[src/rtl/axis_keep_pack_pkg.sv]
// Shared types and keep-mask helpers for the AXI4-Stream keep repacker.
package axis_keep_pack_pkg;

    // Widest supported bus is 512 bits, so 64 byte lanes.
    localparam int KEEP_MAX = 64;

    typedef enum logic [1:0] {
        ST_IDLE  = 2'd0,
        ST_ACC   = 2'd1,
        ST_FLUSH = 2'd2
    } state_t;

    typedef struct packed {
        logic       contig;
        logic [7:0] count;
    } keep_info_t;

    function automatic logic [KEEP_MAX-1:0] keep_ones(input int n);
        logic [KEEP_MAX-1:0] m;
        for (int i = 0; i < KEEP_MAX; i++) begin
            m[i] = (i < n);
        end
        return m;
    endfunction

    // Callers zero-extend the mask, so lanes above the bus width never count.
    function automatic keep_info_t keep_count(input logic [KEEP_MAX-1:0] mask);
        keep_info_t info;
        int         cnt;
        cnt = 0;
        for (int i = 0; i < KEEP_MAX; i++) begin
            if (mask[i]) begin
                cnt++;
            end
        end
        info.count  = 8'(cnt);
        info.contig = (mask == keep_ones(cnt));
        return info;
    endfunction

endpackage

[src/rtl/axis_keep_pack_out_reg.sv]
// Single registered output slot; loads whenever the slot is empty or being drained.
module axis_out_reg #(
    parameter int BUS_WIDTH  = 512,
    parameter int KEEP_WIDTH = BUS_WIDTH / 8
) (
    input  logic                  aclk,
    input  logic                  ARESET,
    input  logic                  push_valid,
    input  logic [BUS_WIDTH-1:0]  push_data,
    input  logic [KEEP_WIDTH-1:0] push_keep,
    input  logic                  push_last,
    output logic                  slot_free,
    output logic [BUS_WIDTH-1:0]  out_tdata,
    output logic [KEEP_WIDTH-1:0] out_tkeep,
    output logic                  out_tvalid,
    output logic                  out_tlast,
    input  logic                  out_tready
);

    assign slot_free = !out_tvalid || out_tready;

    // Non-push cycles carry zero data/keep, so an idle slot reads all zeros.
    always_ff @(posedge aclk) begin
        if (ARESET) begin
            out_tvalid <= 1'b0;
            out_tlast  <= 1'b0;
            out_tdata  <= '0;
            out_tkeep  <= '0;
        end else if (slot_free) begin
            out_tvalid <= push_valid;
            out_tlast  <= push_last;
            out_tdata  <= push_data;
            out_tkeep  <= push_keep;
        end
    end

endmodule

[src/rtl/axis_keep_pack.sv]
// Removes the leading null lanes of each packet's first beat and repacks bytes densely.
//
//   state    | meaning
//   ST_IDLE  | waiting for a packet's first beat
//   ST_ACC   | residue holds N-S bytes of the current packet
//   ST_FLUSH | residue holds the tail bytes that did not fit; input stalled
module axis_keep_pack
    import axis_keep_pack_pkg::*;
#(
    parameter int BUS_WIDTH   = 512,
    parameter int SHIFT_BYTES = 2,
    parameter int KEEP_WIDTH  = BUS_WIDTH / 8
) (
    input  logic                  aclk,
    input  logic                  ARESET,
    input  logic [BUS_WIDTH-1:0]  in_tdata,
    input  logic [KEEP_WIDTH-1:0] in_tkeep,
    input  logic                  in_tvalid,
    input  logic                  in_tlast,
    output logic                  in_tready,
    output logic [BUS_WIDTH-1:0]  out_tdata,
    output logic [KEEP_WIDTH-1:0] out_tkeep,
    output logic                  out_tvalid,
    output logic                  out_tlast,
    input  logic                  out_tready,
    output logic                  err
);

    localparam int SHIFT_BITS = SHIFT_BYTES * 8;
    localparam int RES_BITS   = (KEEP_WIDTH - SHIFT_BYTES) * 8;
    localparam logic [KEEP_WIDTH-1:0] FIRST_KEEP = ~KEEP_WIDTH'(keep_ones(SHIFT_BYTES));
    localparam logic [KEEP_WIDTH-1:0] ALL_KEEP   = '1;

    state_t                  state, state_nxt;
    logic [BUS_WIDTH-1:0]    r_data, r_nxt;
    logic [7:0]              flush_cnt, flush_nxt;
    logic                    bad;
    logic                    accept;
    logic                    slot_free;
    logic [BUS_WIDTH-1:0]    shifted, merged;
    keep_info_t              last_info;
    int                      last_b;

    logic                    push_valid;
    logic [BUS_WIDTH-1:0]    push_raw, push_data;
    logic [KEEP_WIDTH-1:0]   push_keep;
    logic                    push_last;

    assign in_tready = slot_free && (state != ST_FLUSH) && !ARESET;
    assign accept    = in_tvalid && in_tready;
    assign shifted   = in_tdata >> SHIFT_BITS;
    assign merged    = r_data | (in_tdata << RES_BITS);
    assign last_info = keep_count(KEEP_MAX'(in_tkeep));
    assign last_b    = int'(last_info.count);

    always_comb begin
        state_nxt  = state;
        r_nxt      = r_data;
        flush_nxt  = flush_cnt;
        bad        = 1'b0;
        push_valid = 1'b0;
        push_raw   = '0;
        push_keep  = '0;
        push_last  = 1'b0;
        case (state)
            ST_IDLE: begin
                if (accept) begin
                    bad = (in_tkeep != FIRST_KEEP);
                    if (in_tlast) begin
                        push_valid = 1'b1;
                        push_raw   = shifted;
                        push_keep  = KEEP_WIDTH'(keep_ones(KEEP_WIDTH - SHIFT_BYTES));
                        push_last  = 1'b1;
                    end else begin
                        r_nxt     = shifted;
                        state_nxt = ST_ACC;
                    end
                end
            end
            ST_ACC: begin
                if (accept) begin
                    push_valid = 1'b1;
                    push_raw   = merged;
                    if (!in_tlast) begin
                        bad       = (in_tkeep != ALL_KEEP);
                        push_keep = ALL_KEEP;
                        r_nxt     = shifted;
                    end else begin
                        bad = !last_info.contig;
                        if (last_b <= SHIFT_BYTES) begin
                            push_keep = KEEP_WIDTH'(keep_ones(KEEP_WIDTH - SHIFT_BYTES + last_b));
                            push_last = 1'b1;
                            state_nxt = ST_IDLE;
                        end else begin
                            // Tail overflows this beat; emit it full and spill the rest.
                            push_keep = ALL_KEEP;
                            r_nxt     = shifted;
                            flush_nxt = 8'(last_b - SHIFT_BYTES);
                            state_nxt = ST_FLUSH;
                        end
                    end
                end
            end
            ST_FLUSH: begin
                if (slot_free) begin
                    push_valid = 1'b1;
                    push_raw   = r_data;
                    push_keep  = KEEP_WIDTH'(keep_ones(int'(flush_cnt)));
                    push_last  = 1'b1;
                    state_nxt  = ST_IDLE;
                end
            end
            default: state_nxt = ST_IDLE;
        endcase
    end

    always_comb begin
        push_data = '0;
        for (int i = 0; i < KEEP_WIDTH; i++) begin
            push_data[8*i +: 8] = push_raw[8*i +: 8] & {8{push_keep[i]}};
        end
    end

    always_ff @(posedge aclk) begin
        if (ARESET) begin
            state     <= ST_IDLE;
            r_data    <= '0;
            flush_cnt <= '0;
            err       <= 1'b0;
        end else begin
            state     <= state_nxt;
            r_data    <= r_nxt;
            flush_cnt <= flush_nxt;
            err       <= err | bad;
        end
    end

    axis_out_reg #(
        .BUS_WIDTH  (BUS_WIDTH),
        .KEEP_WIDTH (KEEP_WIDTH)
    ) u_out_reg (
        .aclk       (aclk),
        .ARESET     (ARESET),
        .push_valid (push_valid),
        .push_data  (push_data),
        .push_keep  (push_keep),
        .push_last  (push_last),
        .slot_free  (slot_free),
        .out_tdata  (out_tdata),
        .out_tkeep  (out_tkeep),
        .out_tvalid (out_tvalid),
        .out_tlast  (out_tlast),
        .out_tready (out_tready)
    );

endmodule

[config.mk]
export PLATFORM = sky130hd
export DESIGN_NAME = axis_keep_pack
export DESIGN_NICKNAME = d
export VERILOG_FILES = /design/src/rtl/axis_keep_pack_pkg.sv /design/src/rtl/axis_keep_pack_out_reg.sv /design/src/rtl/axis_keep_pack.sv
export SDC_FILE = /design/constraint.sdc
export NUM_CORES = 2
export LEC_CHECK = 0
export ABC_AREA = 1
export CAP_MARGIN = 20
export CORE_AREA = 2 2 452 454
export DETAILED_ROUTE_END_ITERATION = 8
export DIE_AREA = 0 0 454 456
export MAX_ROUTING_LAYER = met4
export PLACE_DENSITY = 0.5
export SYNTH_ARGS = -nofsm -noshare
export SYNTH_HDL_FRONTEND = slang
export SYNTH_SLANG_ARGS = --single-unit
[constraint.sdc]
create_clock -name aclk -period 121.1 [get_ports aclk]
set_input_delay 24.22 -clock aclk [delete_from_list [all_inputs] [get_ports aclk]]
set_output_delay 24.22 -clock aclk [all_outputs]
set_load 0.03 [all_outputs]
# Yosys cells after proc, flatten, opt, wreduce, memory -nomap -nowiden
# Cells that the tools add are included.
# classes
addsub,65
order_cmp,193
eq_ne,12
n_mux,101
bitwise,67
reduce_logical,12
# ops
operator,count
two-way mux 512 bit,7
two-way mux 32 bit,63
"adder 32 x 2 -> 32 bit, second input constant",62
one-hot mux 512 bit (3 select lines),1
"less-than comparator 7 x 32 -> 1 bit, first input constant",32
one-hot mux 512 bit (2 select lines),1
two-way mux 496 bit,2
AND 8 bit,64
"less-than comparator 6 x 32 -> 1 bit, first input constant",16
OR 512 bit,1
"less-than comparator 6 x 9 -> 1 bit, first input constant",32
"less-than comparator 5 x 32 -> 1 bit, first input constant",8
"less-than comparator 6 x 8 -> 1 bit, first input constant",32
two-way mux 64 bit,4
one-hot mux 64 bit (3 select lines),1
"less-than comparator 5 x 9 -> 1 bit, first input constant",16
"less-than comparator 4 x 32 -> 1 bit, first input constant",4
"less-than comparator 5 x 8 -> 1 bit, first input constant",16
"inequality test 64 bit, second input constant",2
two-way mux 62 bit,2
"less-than comparator 4 x 9 -> 1 bit, first input constant",8
== test 64 bit,1
"less-than comparator 3 x 32 -> 1 bit, first input constant",2
"less-than comparator 4 x 8 -> 1 bit, first input constant",8
30 further kinds,65
# word_totals
regBits,1101
in_bits,581
wordCells,458

# Logic depth before layout (Yosys ltp)
# depth
depth_word,134
mapped_depth,210
ltp_nobuf,209

# Hierarchy
# A second synthesis with hierarchy kept.
# unflattened
cells_unflattened,10990
hier_area_um2,67299.5
# by_module_without_submodules
module,instances,cells_each,area_each_um2
axis_keep_pack,1,7266,42941.2
axis_out_reg,1,3724,24358.4

# Least setup slack after synthesis
# Ideal clock, no wire load.
# synth_path
kind,in2reg
startpoint,input in_tkeep[0]
endpoint,register u_out_reg.out_tkeep[59]
arrival_time_ns,55.695
t_required_ns,121.044
path_slack_ns,65.349
path_stages,192
n_path_buf,0
path_cell_list,inv_1 ha_1 nand2_4 inv_2 nor2_2 ha_1 or2_1 nand2_1 nand2_1 nand3_1 nand2_1 inv_1 ha_1 nand2_1 nand2_1 ha_1 nor2_1 a31oi_1 [... 156 more ...] ha_1 o21ai_0 inv_1 ha_1 o21ai_0 inv_1 nor2_1 nand2_1 nand2_1 inv_2 nor3_1 inv_2 nor2_1 inv_1 o221ai_1 a21oi_1 or2_1 inv_1
# synth_via
elab_chain_len,133
elab_cells_between_ends,134
# synth_lines
element,line_no,rtl
start: declaration,axis_keep_pack.sv:17,"input logic [KEEP_WIDTH-1:0] in_tkeep,"
two-way mux 1 bit *,axis_keep_pack_pkg.sv:32,if (mask[i]) begin
adder 1 x 1 -> 2 bit,axis_keep_pack_pkg.sv:33,cnt++;
two-way mux 32 bit *,axis_keep_pack_pkg.sv:32,
adder 32 x 2 -> 32 bit,axis_keep_pack_pkg.sv:33,
two-way mux 32 bit *,axis_keep_pack_pkg.sv:32,
adder 32 x 2 -> 32 bit,axis_keep_pack_pkg.sv:33,
two-way mux 32 bit *,axis_keep_pack_pkg.sv:32,
adder 32 x 2 -> 32 bit,axis_keep_pack_pkg.sv:33,
[... 117 more ...],-,
adder 32 x 2 -> 32 bit,axis_keep_pack_pkg.sv:33,
two-way mux 32 bit *,axis_keep_pack_pkg.sv:32,
adder 6 x 8 -> 9 bit,axis_keep_pack.sv:91,push_keep = KEEP_WIDTH'(keep_ones(KEEP_WIDTH - SHIFT_BYTES + last_b));
less-than comparator 6 x 9 -> 1 bit,axis_keep_pack_pkg.sv:21,m[i] = (i < n);
two-way mux 64 bit *,axis_keep_pack.sv:90,if (last_b <= SHIFT_BYTES) begin
two-way mux 64 bit *,axis_keep_pack.sv:84,if (!in_tlast) begin
two-way mux 64 bit *,axis_keep_pack.sv:81,if (accept) begin
one-hot mux 64 bit (3 select lines) *,axis_keep_pack.sv:65,case (state)
end signal: assignment,axis_keep_pack_out_reg.sv:33,out_tkeep <= push_keep;
end: declaration,axis_keep_pack_out_reg.sv:14,"output logic [KEEP_WIDTH-1:0] out_tkeep,"
# Mark *: on every way between the ends. The rest lies on a longest branch, timed or not.
# A chain may end at the register's enable or synchronous reset.

# Final worst setup path
# layout_path
startpoint,input in_tkeep[0]
endpoint,register r_data[89]
# layout_via
elab_chain_len,130
# layout_lines
element,line_no,rtl
two-way mux 1 bit *,axis_keep_pack_pkg.sv:32,
adder 1 x 1 -> 2 bit,axis_keep_pack_pkg.sv:33,
two-way mux 32 bit *,axis_keep_pack_pkg.sv:32,
adder 32 x 2 -> 32 bit,axis_keep_pack_pkg.sv:33,
two-way mux 32 bit *,axis_keep_pack_pkg.sv:32,
adder 32 x 2 -> 32 bit,axis_keep_pack_pkg.sv:33,
two-way mux 32 bit *,axis_keep_pack_pkg.sv:32,
adder 32 x 2 -> 32 bit,axis_keep_pack_pkg.sv:33,
[... 114 more ...],-,
two-way mux 32 bit *,axis_keep_pack_pkg.sv:32,
adder 32 x 2 -> 32 bit,axis_keep_pack_pkg.sv:33,
two-way mux 32 bit *,axis_keep_pack_pkg.sv:32,
adder 32 x 2 -> 32 bit,axis_keep_pack_pkg.sv:33,
two-way mux 32 bit *,axis_keep_pack_pkg.sv:32,
<= comparator 8 x 2 -> 1 bit *,axis_keep_pack.sv:90,
inequality test 3 bit (no line) *,-,
AND reduction 5 bit (no line) *,-,
end signal: assignment,axis_keep_pack.sv:132,r_data <= r_nxt;
end: declaration,axis_keep_pack.sv:35,"logic [BUS_WIDTH-1:0] r_data, r_nxt;"
# Marked as above.

==> metrics <==
Synth Area in Simple Gates 0.374; Yosys top cell by area dfxtp_1; drt initial violations slightly above 5000; worst-path fanout max 230; Filler cells 21500; share of cells above drive strength 1 0.0878; worst endpoint required time 121.82 ns; mux cell area share after synthesis 0; Hold Vio Cnt, Final 0; Hold Path Cell Cnt 2; outcome finished, violations left; initial antenna violation count 116; Worst R2R Setup Slack 115.62 ns; critical path launch point type primary input; GRT Total Usage 0.284; most frequent cells in the layout 2903 x nand2_1, 1159 x clkdlybuf4s50_1, 1085 x dfxtp_1; clk sink count between 1000 and 1500; via count around 67000; first-pass GRT wire length between 400 and 500 mm; Reg2Reg Capture Point r_data[328]$_SDFFE_PP0P_; HP Start r_data[29]$_SDFFE_PP0P_; Synth Area in Compound Gates 0.168; Slew @ Worst Pin about 1.8 ns; LEAKAGE around 32 nW; Placer Congestion 0.934; Period minus WS final approximately 61 ns; Post-CTS Setup Inserts 0; Synth Area per Inst 6.32 um^2; failing checks max-slew violations; post-route ant nets 0; design area 79900 um^2; VDD IR max approximately 0.055 mV; cts hold-fix bufs 0; die height between 400 and 500 um; max cap viols 0; Top FF cell, synth dfxtp_1; # resized after CTS 0; WHS Endpoint r_data[29]$_SDFFE_PP0P_; final WL about 300 mm; main area contributors after synthesis dfxtp_1 35%, nand2_1 18%, a21oi_1 6.7%; Clock Latency Late Sink approximately 0.80 ns; max-slew violation total from the final report roughly 170; WL/cell 22.0 um; H-tree levels 4; setup_tns 0 ns; Gate Count Post-Synth a little under 10000; fin nets around 11000; Slowest-stage cell, CP buf_4; Root Buffer clkbuf_16; Syn-to-layout area delta 30.4%; die width between 400 and 500 um; post-synthesis sequential area ratio 0.355; CP most frequent cell nand2_1; ys async rst share 0; Post-Synth Adder-Cell Area 0.0145; Distinct cells, synth 55; Rel. slew slack -0.214; hpwl dp 222 mm; vias in the first global route 62200; Initial Util 0.304; Max Fclk 16.3 MHz; period utilization 0.506; DRT Pass-1 Iters 6; GRT overflow 0; Reg clk slew, reported paths 0.06 ns; # setup viols final 0; Post-synth EDFFs 0; most common cell after layout, fill and taps aside nand2_1; XOR/XNOR Fraction of Synth Area 0.00457; CP Capture Type flip-flop; Vias per Instance 4.98; largest family of logic cells by synthesized area simple AND/OR/NAND/NOR gates; share of the synthesized area in the top cell type 0.355; arrival time at the worst endpoint 61.94 ns; YS warnings 0; Placed Area 75000 um^2; CP Class primary input to flip-flop; Syn Nets between 10000 and 15000; DRC 0; worst hold path type flip-flop to flip-flop; worst clock skew 0.0484 ns; R2R cell count 14; RSZ-0062 raised after global routing no; largest net degree at the start of global routing approximately 230; TritonCTS clock tree done; I/O pin count about 1200; Mapped Area about 61000 um^2; flops & latches, synth 1085; Port Buffers between 1000 and 1500; row count about 170; core area approximately 200000 um^2; Pwr Density 23.7 nW/um^2; CTS max path bufs 3; largest stage delay on the critical path a little under 0.9 ns; reg2reg start state[1]$_SDFFE_PP0P_; TritonCTS Buffers approximately 140; die area ~210000 um^2
[routing by layer]
layer,up-vias,wire length [um],global-route usage
met5,-,0,-
met4,0,15600,0.137
met3,475,18500,0.0616
met2,1897,144000,0.470
met1,31500,118000,0.323
li1,33200,-,-
[cell usage after synthesis, types with 16 or more instances]
| master | count |
|---|---|
| nand2_1 | 2903 |
| dfxtp_1 | 1085 |
| nor2_1 | 969 |
| a21oi_1 | 817 |
| o21ai_0 | 801 |
| inv_1 | 786 |
| nand3_1 | 547 |
| clkbuf_1 | 346 |
| o21ai_1 | 314 |
| nand2_2 | 271 |
| nand3_2 | 176 |
| buf_2 | 79 |
| ha_1 | 71 |
| inv_2 | 61 |
| nand3b_1 | 57 |
| nor2_2 | 46 |
| nand4_1 | 43 |
| nor3_1 | 36 |
| or2_2 | 33 |
| o211ai_1 | 24 |
| or2_1 | 22 |
| buf_1 | 21 |
| xor2_1 | 21 |
| clkinv_1 | 16 |
| nand2_4 | 16 |
| nor4_1 | 16 |
[flip-flops by register name, indices dropped and copies added (netlist names)]
name	count
u_out_reg.out_tvalid	1
flush_cnt	8
r_data	496
u_out_reg.out_tlast	1
u_out_reg.out_tkeep	64
err	1
state	2
u_out_reg.out_tdata	512
[layout make-up]
type / count / area, um^2 / share of cell area
inverters: 864 / 3260 / 0.0408
flip-flops and latches: 1085 / 21700 / 0.272
clock buffers: 202 / 4100 / 0.0513
clock inverters: 43 / 514 / 0.00644
multi-input cells: 7281 / 34500 / 0.431
repair buffers: 1223 / 12200 / 0.153
well taps: 2672 / 3340 / 0.0419
diodes: 96 / 240 / 0.00301
[worst max-delay path: cells and delay by family]
| kind | cells | cell delay, ns |
|---|---|---|
| adder cells (fa/ha/maj) | 47 | 13.51 |
| AO/OA/AOI/OAI | 30 | 5.35 |
| AND/OR/NAND/NOR | 90 | 13.51 |
| buffers and inverters | 15 | 3.27 |
| XOR/XNOR | 14 | 1.79 |
[worst max-delay path by stage]
stage,from,to,slack [ns],cells past startpoint
after global placement,in_tkeep[0],r_data[84]$_SDFFE_PP0P_,60.00,196
after global routing,in_tkeep[0],r_data[84]$_SDFFE_PP0P_,56.35,196
after detailed placement,in_tkeep[0],r_data[89]$_SDFFE_PP0P_,59.21,196
final,in_tkeep[0],r_data[89]$_SDFFE_PP0P_,59.88,196
after floorplan,in_tkeep[0],u_out_reg.out_tkeep[59]$_SDFFE_PP0N_,65.35,192
after CTS,in_tkeep[0],r_data[97]$_SDFFE_PP0P_,59.91,196
[where the power goes]
part           total (mW)  internal (mW)  switching (mW)  leakage (nW)
sequential          0.375          0.370         0.00506          8.81
clock               0.423          0.249           0.175          2.28
combinational        1.10          0.323           0.774          21.2
total                1.90          0.941           0.954          32.3
[cells by family (layout without fill, tap and decap cells)]
| logic type | Yosys count | count (layout) |
|---|---|---|
| AO/OA/AOI/OAI | 2011 | 2011 |
| XOR/XNOR | 32 | 32 |
| adder cells (fa/ha/maj) | 71 | 71 |
| buffers and inverters | 1326 | 2332 |
| flip-flops | 1085 | 1085 |
| other | 0 | 96 |
| AND/OR/NAND/NOR | 5167 | 5167 |
[through the flow]
stage	hold WS [ns]	worst slack [ns]	cells	util	total power [mW]
after floorplan	0.425	65.35	9692	-	1.23
after global placement	0.433	60.00	13100	0.372	1.47
after detailed placement	0.439	59.21	13100	0.372	1.47
after CTS	0.448	59.91	13400	0.395	1.90
after global routing	0.462	56.35	13500	0.396	2.05
final	0.446	59.88	13500	0.396	1.90
Power figures use the tool's default switching activity.
==> patch (same settings) <==
`r_data` no longer has a reset.
--- a/src/rtl/axis_keep_pack.sv
+++ b/src/rtl/axis_keep_pack.sv
@@ -124,15 +124,17 @@
     always_ff @(posedge aclk) begin
         if (ARESET) begin
             state     <= ST_IDLE;
-            r_data    <= '0;
             flush_cnt <= '0;
             err       <= 1'b0;
         end else begin
             state     <= state_nxt;
-            r_data    <= r_nxt;
             flush_cnt <= flush_nxt;
             err       <= err | bad;
         end
+    end
+
+    always_ff @(posedge aclk) begin
+        r_data <= r_nxt;
     end
 
     axis_out_reg #(
Check against the original RTL: not settled (the Yosys comparison gave no result); the edit may change what the design does.
==> patch against the original RTL <==
- clock skew down 9.0 ps
- cell area is essentially flat
- count of clock-buffer cells in the layout up 1
- largest cell class unchanged
- critical endpoint is now r_data[149]
- synthesized cell count fell by 13%
- first-iteration DRC count down 18%
- largest power group unchanged
- sequential power is 5.9% higher
- sequential share of layout area up 6.2 points
- worst setup slack improved by 70 ps
- total power increased by 1.1%
- synthesized area grew 0.66%
- wire length shrank 7.3%
- sequential cell count is the same
==> patch: results (changes against the original RTL) <==
* Final wirelength at 274,000 um (-7.3%)
* Crit Path Max Fanout at 94 (-59%)
* Fraction of area in multi-input gates at 38.7% (-4.4 points)
* Post-synthesis net count at 9,057 (-12%)
* Non-clock buffer share at 15.1% (-0.25 points)
* Status: complete, no violations
* GPL Wtd Cong at 0.900 (-3.6%)
* Crit path max-delay family: adder cells
* Pre-CTS setup slack at 59,150 ps (-54.3 ps)
* Placed cell count at 12,000 (-8.9%)
* CP arrival at 61,530 ps (-410 ps)
* DR vias/cell at 4.87 (-2.1%)
* CTS Buf Count at 132 (-3.6%)
* Peak VDD IR at 0.0000426 V (-23%)
* Drt first pass iters at 5 (-1)
* Synth top area cells: edfxtp_1, dfxtp_1, nand2_1
* Share of layout cells above drive strength 1 at 11.0% (+2.3 points)
* Compound-Gate Fraction of Synth Area at 10.9% (-5.9 points)
* Worst-Margin Slew at 1120 ps (-698 ps)
* Post-synth EDFFs at 496 (+496)
* Worst-Skew Late Latency at 780 ps (-20 ps)
* Seq area share at 33.4% (+6.2 points)
* Multi-input logic cell count at 6,322 (-13%)
* Clock network contribution to total cell area at 5.21% (-0.56 points)
* Total track usage at 26.3% (-2.1 points)
* Final instance area at 0.0799 sq mm (about the same)
* Nonclk buf count at 1,210 (-1.1%)
[patch: changes by cell type after synthesis, moves of 38 or more]
cell,before,now
nand3_1,547,588
o21ai_0,801,589
inv_1,786,599
buf_2,79,8
clkbuf_1,346,271
dfxtp_1,1085,589
nand2_4,16,54
nor2_1,969,417
nand2_2,271,334
nand2_1,2903,3017
o21ai_1,314,25
a21oi_1,817,584
edfxtp_1,0,496
[patch: routing by layer]
| metal | global-route usage (%) | routed length, um | vias up |
|---|---|---|---|
| li1 | - | - | 29700 |
| met5 | - | 0 | - |
| met2 | 44.0 | 135000 | 1436 |
| met1 | 30.8 | 114000 | 28300 |
| met3 | 4.98 | 13700 | 399 |
| met4 | 10.8 | 12000 | 0 |
[patch: path summary, 6_finish.rpt]
check                     startpoint                 endpoint  slack, ps
max                      in_tkeep[0]              r_data[149]      59950
min          u_out_reg.out_tdata[80]  u_out_reg.out_tdata[80]        460
max reg2reg                 state[1]              r_data[149]     115160
min reg2reg  u_out_reg.out_tdata[80]  u_out_reg.out_tdata[80]        460
